$ cat src/rtl/regfile_sb.sv
`default_nettype none
// ============================================================================
// Module   : regfile_sb
// Purpose  : Parametrised register file for the pipelined KGP-RISC core.
//            Synchronous-read array with NUM_RD independent read ports and a
//            per-register busy bit (pending-write scoreboard). The bit is set
//            at issue and cleared at write-back. One register (ZERO_REG) is
//            hardwired to zero and is never marked busy.
// Revision : 1.0 - initial release
// ----------------------------------------------------------------------------
// Parameters
//   DATA_W    register width in bits
//   ADDR_W    address width, depth = 2**ADDR_W
//   NUM_RD    number of read ports (1..4)
//   ZERO_REG  index of the hardwired zero register
// Ports
//   clk       system clock, all state updates on rising edge
//   rst_n     synchronous active-low reset
//   rd_addr   NUM_RD packed read addresses (port i at [i*ADDR_W +: ADDR_W])
//   rd_data   NUM_RD packed registered read data (same packing)
//   rd_busy   registered busy bit of each addressed register
//   wr_en     write-back strobe
//   wr_addr   write-back address
//   wr_data   write-back data
//   iss_en    issue strobe, marks iss_addr pending
//   iss_addr  destination register of the issuing instruction
//   busy_any  registered OR of the next-state busy vector
// Build option
//   REGFILE_BYPASS_EN  when defined, a read that hits the same-cycle
//                      write-back registers wr_data and the post-update busy
//                      bit (write-first). When undefined, reads are
//                      read-first.
// ============================================================================
module regfile_sb #(
    parameter int DATA_W   = 32,
    parameter int ADDR_W   = 5,
    parameter int NUM_RD   = 2,
    parameter int ZERO_REG = 31
) (
    input  logic                       clk,
    input  logic                       rst_n,
    input  logic [NUM_RD*ADDR_W-1:0]   rd_addr,
    output logic [NUM_RD*DATA_W-1:0]   rd_data,
    output logic [NUM_RD-1:0]          rd_busy,
    input  logic                       wr_en,
    input  logic [ADDR_W-1:0]          wr_addr,
    input  logic [DATA_W-1:0]          wr_data,
    input  logic                       iss_en,
    input  logic [ADDR_W-1:0]          iss_addr,
    output logic                       busy_any
);

    localparam int                c_DEPTH     = 2**ADDR_W;
    localparam logic [ADDR_W-1:0] c_ZERO_ADDR = ADDR_W'(ZERO_REG);

    logic [DATA_W-1:0]  r_mem [c_DEPTH];
    logic [c_DEPTH-1:0] r_busy;
    logic [c_DEPTH-1:0] w_busy_nxt;
    logic               r_busy_any;
    logic               w_wr_hit;
    logic               w_iss_hit;

    // Traffic aimed at the zero register is dropped here so that neither the
    // array nor the scoreboard ever sees it.
    assign w_wr_hit  = wr_en  && (wr_addr  != c_ZERO_ADDR);
    assign w_iss_hit = iss_en && (iss_addr != c_ZERO_ADDR);

    // Issue is applied after write-back so a same-cycle issue to the register
    // being written leaves it busy: the new producer wins.
    always_comb begin
        w_busy_nxt = r_busy;
        if (w_wr_hit) begin
            w_busy_nxt[wr_addr] = 1'b0;
        end
        if (w_iss_hit) begin
            w_busy_nxt[iss_addr] = 1'b1;
        end
        w_busy_nxt[c_ZERO_ADDR] = 1'b0;
    end

    // Storage array
    always_ff @(posedge clk) begin
        if (!rst_n) begin
            for (int k = 0; k < c_DEPTH; k++) begin
                r_mem[k] <= '0;
            end
        end else if (w_wr_hit) begin
            r_mem[wr_addr] <= wr_data;
        end
    end

    // Scoreboard
    always_ff @(posedge clk) begin
        if (!rst_n) begin
            r_busy     <= '0;
            r_busy_any <= 1'b0;
        end else begin
            r_busy     <= w_busy_nxt;
            r_busy_any <= |w_busy_nxt;
        end
    end

    assign busy_any = r_busy_any;

    // Read ports
    genvar gi;
    generate
        for (gi = 0; gi < NUM_RD; gi++) begin : g_rd
            logic [ADDR_W-1:0] w_addr;
            logic [DATA_W-1:0] r_data;
            logic              r_bsy;

            assign w_addr = rd_addr[gi*ADDR_W +: ADDR_W];

            always_ff @(posedge clk) begin
                if (!rst_n) begin
                    r_data <= '0;
                    r_bsy  <= 1'b0;
                end else if (w_addr == c_ZERO_ADDR) begin
                    r_data <= '0;
                    r_bsy  <= 1'b0;
                end else begin
`ifdef REGFILE_BYPASS_EN
                    if (w_wr_hit && (w_addr == wr_addr)) begin
                        r_data <= wr_data;
                    end else begin
                        r_data <= r_mem[w_addr];
                    end
                    // Post-update bit: cleared by the write-back unless a
                    // same-cycle issue re-marks it.
                    r_bsy <= w_busy_nxt[w_addr];
`else
                    r_data <= r_mem[w_addr];
                    r_bsy  <= r_busy[w_addr];
`endif
                end
            end

            assign rd_data[gi*DATA_W +: DATA_W] = r_data;
            assign rd_busy[gi]                  = r_bsy;
        end
    endgenerate

endmodule
`default_nettype wire

$ cat config.mk
export PLATFORM = sky130hd
export DESIGN_NAME = regfile_sb
export DESIGN_NICKNAME = d
export VERILOG_FILES = /design/src/rtl/regfile_sb.sv
export SDC_FILE = /design/constraint.sdc
export NUM_CORES = 2
export LEC_CHECK = 0
export BUFFER_PORTS_ARGS = -buffer_cell sky130_fd_sc_hd__buf_2
export CAP_MARGIN = 5
export CORE_MARGIN = 2
export CORE_UTILIZATION = 50
export DETAILED_ROUTE_END_ITERATION = 8
export GPL_ROUTABILITY_DRIVEN = 0
export PLACE_DENSITY = 0.64
export SYNTH_ARGS = -nofsm -noshare
export SYNTH_HDL_FRONTEND = slang
export SYNTH_SLANG_ARGS = --single-unit
$ cat constraint.sdc
create_clock -name clk -period 2.29 [get_ports clk]
set_input_delay 0.1145 -clock clk [delete_from_list [all_inputs] [get_ports clk]]
set_output_delay 0.1145 -clock clk [all_outputs]
set_load 0.05 [all_outputs]
==> results.json <==
{
  "status": "completed",
  "die_width_um": 343,
  "wl_per_cell_um": 36.0,
  "synth_top_area_frac": 0.535,
  "post-route-period-util": 0.984,
  "maxCapViolCount": 0,
  "period_minus_slack_ps": 2250,
  "setup_viol": 0,
  "port-buffer-count": 122,
  "clk_latency_ps": 730,
  "grt_start_max_net_pins": 44,
  "gr-total-overflow": 0,
  "core_area_um2": 114000,
  "timing.max_slew.rel_slack": 0.194,
  "power.leakage_nw": 23.7,
  "hpwl_um": 117000,
  "synth.most_common_cell": "edfxtp_1",
  "powerDensity_nw_per_um2": 753,
  "final_nets": 3852,
  "grt_first_pass_wirelength_um": 276000,
  "drt_iter0_markers": 5320,
  "vias": 36300,
  "min_path_type": "in -> reg",
  "synthesis.area_um2": 57400,
  "fmax_mhz": 444,
  "cts_buffers": 117,
  "synthCells": 3552,
  "yosysSeqAreaShare": 0.570,
  "tns_ps": 0,
  "finish.utilization": 0.589,
  "yosys.area.top_type": "edfxtp_1",
  "num_rows": 124,
  "yosys_warnings": 0,
  "async_reset_ff_frac": 0,
  "start_kind": "primary input",
  "postRouteAntennaNets": 0,
  "ir_worst_vdd_mv": 0.658,
  "cts_root_buf": "clkbuf_16",
  "antenna_found_initial": 26,
  "cts_tree": "done",
  "cts_sinks": 1122,
  "syn_avg_cell_area_um2": 16.2,
  "die_h_um": 343,
  "fin_skew_ps": 26.5,
  "syn2layout_area_growth_pct": 17.1,
  "routed_wl_um": 195000,
  "critPathArrivalTime_ps": 2850,
  "synth_edf_count": 1024,
  "drt_pass1_iterations": 9,
  "end_kind": "register",
  "synth_flop_cell": "edfxtp_1",
  "pin_count": 123,
  "first_global_vias": 37300,
  "fp.dieArea_um2": 118000,
  "cts.clk_slew.worst_paths_ps": 70,
  "ys_types": 42,
  "htree_levels": 3,
  "multiInputGateArea_um2": 23700,
  "cp.required_ps": 2890,
  "initial_utilization": 0.503,
  "grt.total_usage": 0.336,
  "drive_above_1_share": 0.344,
  "hold_viol": 0,
  "fill_cells": 8579,
  "critPathMaxFanout": 6,
  "ys_ff_latch": 1122,
  "synth_area_leaders": "edfxtp_1 (54%), mux4_2 (25%), and2_1 (11%), dfxtp_1 (3.4%), clkbuf_1 (1.9%)",
  "drt-vias-per-instance": 6.70,
  "worst_pin_slew_ps": 1210,
  "regArea_um2": 32700,
  "cts_max_path_buffers": 3,
  "drv_slew": 0,
  "synth_common_cells": "edfxtp_1 (1024), and2_1 (996), mux4_2 (639)",
  "drc_errors": 0,
  "critical_path_class": "in -> reg"
}
-- kinds of logic (layout without fill, tap and decap cells) --
kind of cell,after synthesis,after routing,share of synthesized area
AOI/OAI and AO/OA,54,54,0.00671
and+or+nand+nor,1250,1250,0.129
DFF,1122,1122,0.570
buffers and inverters,379,696,0.0255
other,1,44,0.0000653
muxes,746,746,0.269
-- sequential cells by signal, summed over array words and instances, names as in the netlist --
| signal | cells |
|---|---|
| busy_any | 1 |
| g_rd.r_bsy | 2 |
| g_rd.r_data | 64 |
| r_busy | 31 |
| r_mem | 1024 |
-- metrics by stage --
step	power (mW)	area, µm²	cells	setup WS [ps]	hold slack (ps)
finish	50.6	67200	5424	36.8	39.4
global route	51.8	67200	5416	-10.3	42.1
CTS	50.7	67200	5410	98.7	3.72
detailed placement	31.1	62900	5154	-208	553
global placement	30.9	62900	5154	-202	521
floorplan	28.4	57600	3583	12.6	313
-- layout make-up --
type | count | area share
clock inverters | 53 | 0.00787
multi-input cells | 2082 | 0.352
flip-flops and latches | 1122 | 0.486
well taps | 1512 | 0.0281
inverters | 2 | 0.000130
repair buffers | 471 | 0.0734
diodes | 12 | 0.000447
clock buffers | 170 | 0.0514
-- path summary, 6_finish.rpt --
path                                    start            endpoint  slack, ps  cells after the start
worst max-delay path               wr_addr[1]            busy_any         40                      8
worst min-delay path               wr_data[1]        r_mem[13][1]         40                      2
worst max register to register  r_mem[31][30]  g_rd[1].r_data[30]        160                      5
worst min register to register     r_busy[19]          r_busy[19]        560                      2
-- report_power, final --
| group | switching (mW) | leakage, nW | internal [mW] |
|---|---|---|---|
| Clock | 8.25 | 1.97 | 11.5 |
| Combinational | 3.70 | 11.2 | 2.97 |
| Sequential | 0.664 | 10.6 | 23.5 |
| Total | 12.6 | 23.7 | 38.0 |
-- placed cells by master (no fill, tap or decap), types with 3 or more instances in the layout --
master and instances:
buf_4 193, nand3_1 11, and2_1 996, nand3b_1 4, nand2_1 33, mux2i_1 107
dfxtp_1 98, nor3b_1 4, inv_6 3, nor3_2 4, clkinv_2 27, clkbuf_16 123
buf_12 125, bufinv_16 9, nand2_2 31, a22oi_1 27, dlygate4sd3_1 33, clkbuf_8 21
conb_1 32, a211oi_1 10, clkinvlp_4 4, buf_2 114, nor2b_1 12, nor2_1 100
nor4b_1 3, buf_8 4, nand4_1 6, and4bb_2 3, clkinv_1 6, nor2_4 23
diode_2 12, and3_2 3, mux4_2 639, edfxtp_1 1024, clkbuf_1 27, a21oi_1 8
-- routing by layer --
metal	vias to the layer above	global-route usage	part of all wire	wire length, µm
li1	14200	-	-	-
met1	19100	0.457	0.37	72100
met2	2613	0.532	0.47	92300
met3	477	0.0745	0.11	22100
met4	2	0.134	0.045	8760
met5	-	0	0.000056	11
-- worst max-delay path, cell delays in order --
cell,delay [ps]
dlygate4sd3_1,560
buf_2,180
nand2b_1,180
or3_1,430
a22oi_1,290
nand4_1,150
or4_1,510
o41a_1,440
-- timing repair --
| action | 4_1_cts | 5_1_grt |
|---|---|---|
| setup endpoints to repair | 0 | 6 |
| endpoints found under the hold margin | 619 | 0 |
| hold buffers | 33 | 0 |
| resized for setup | 0 | 1 |
| buffers inserted | 0 | 2 |
(Power assumes the default switching activity.)
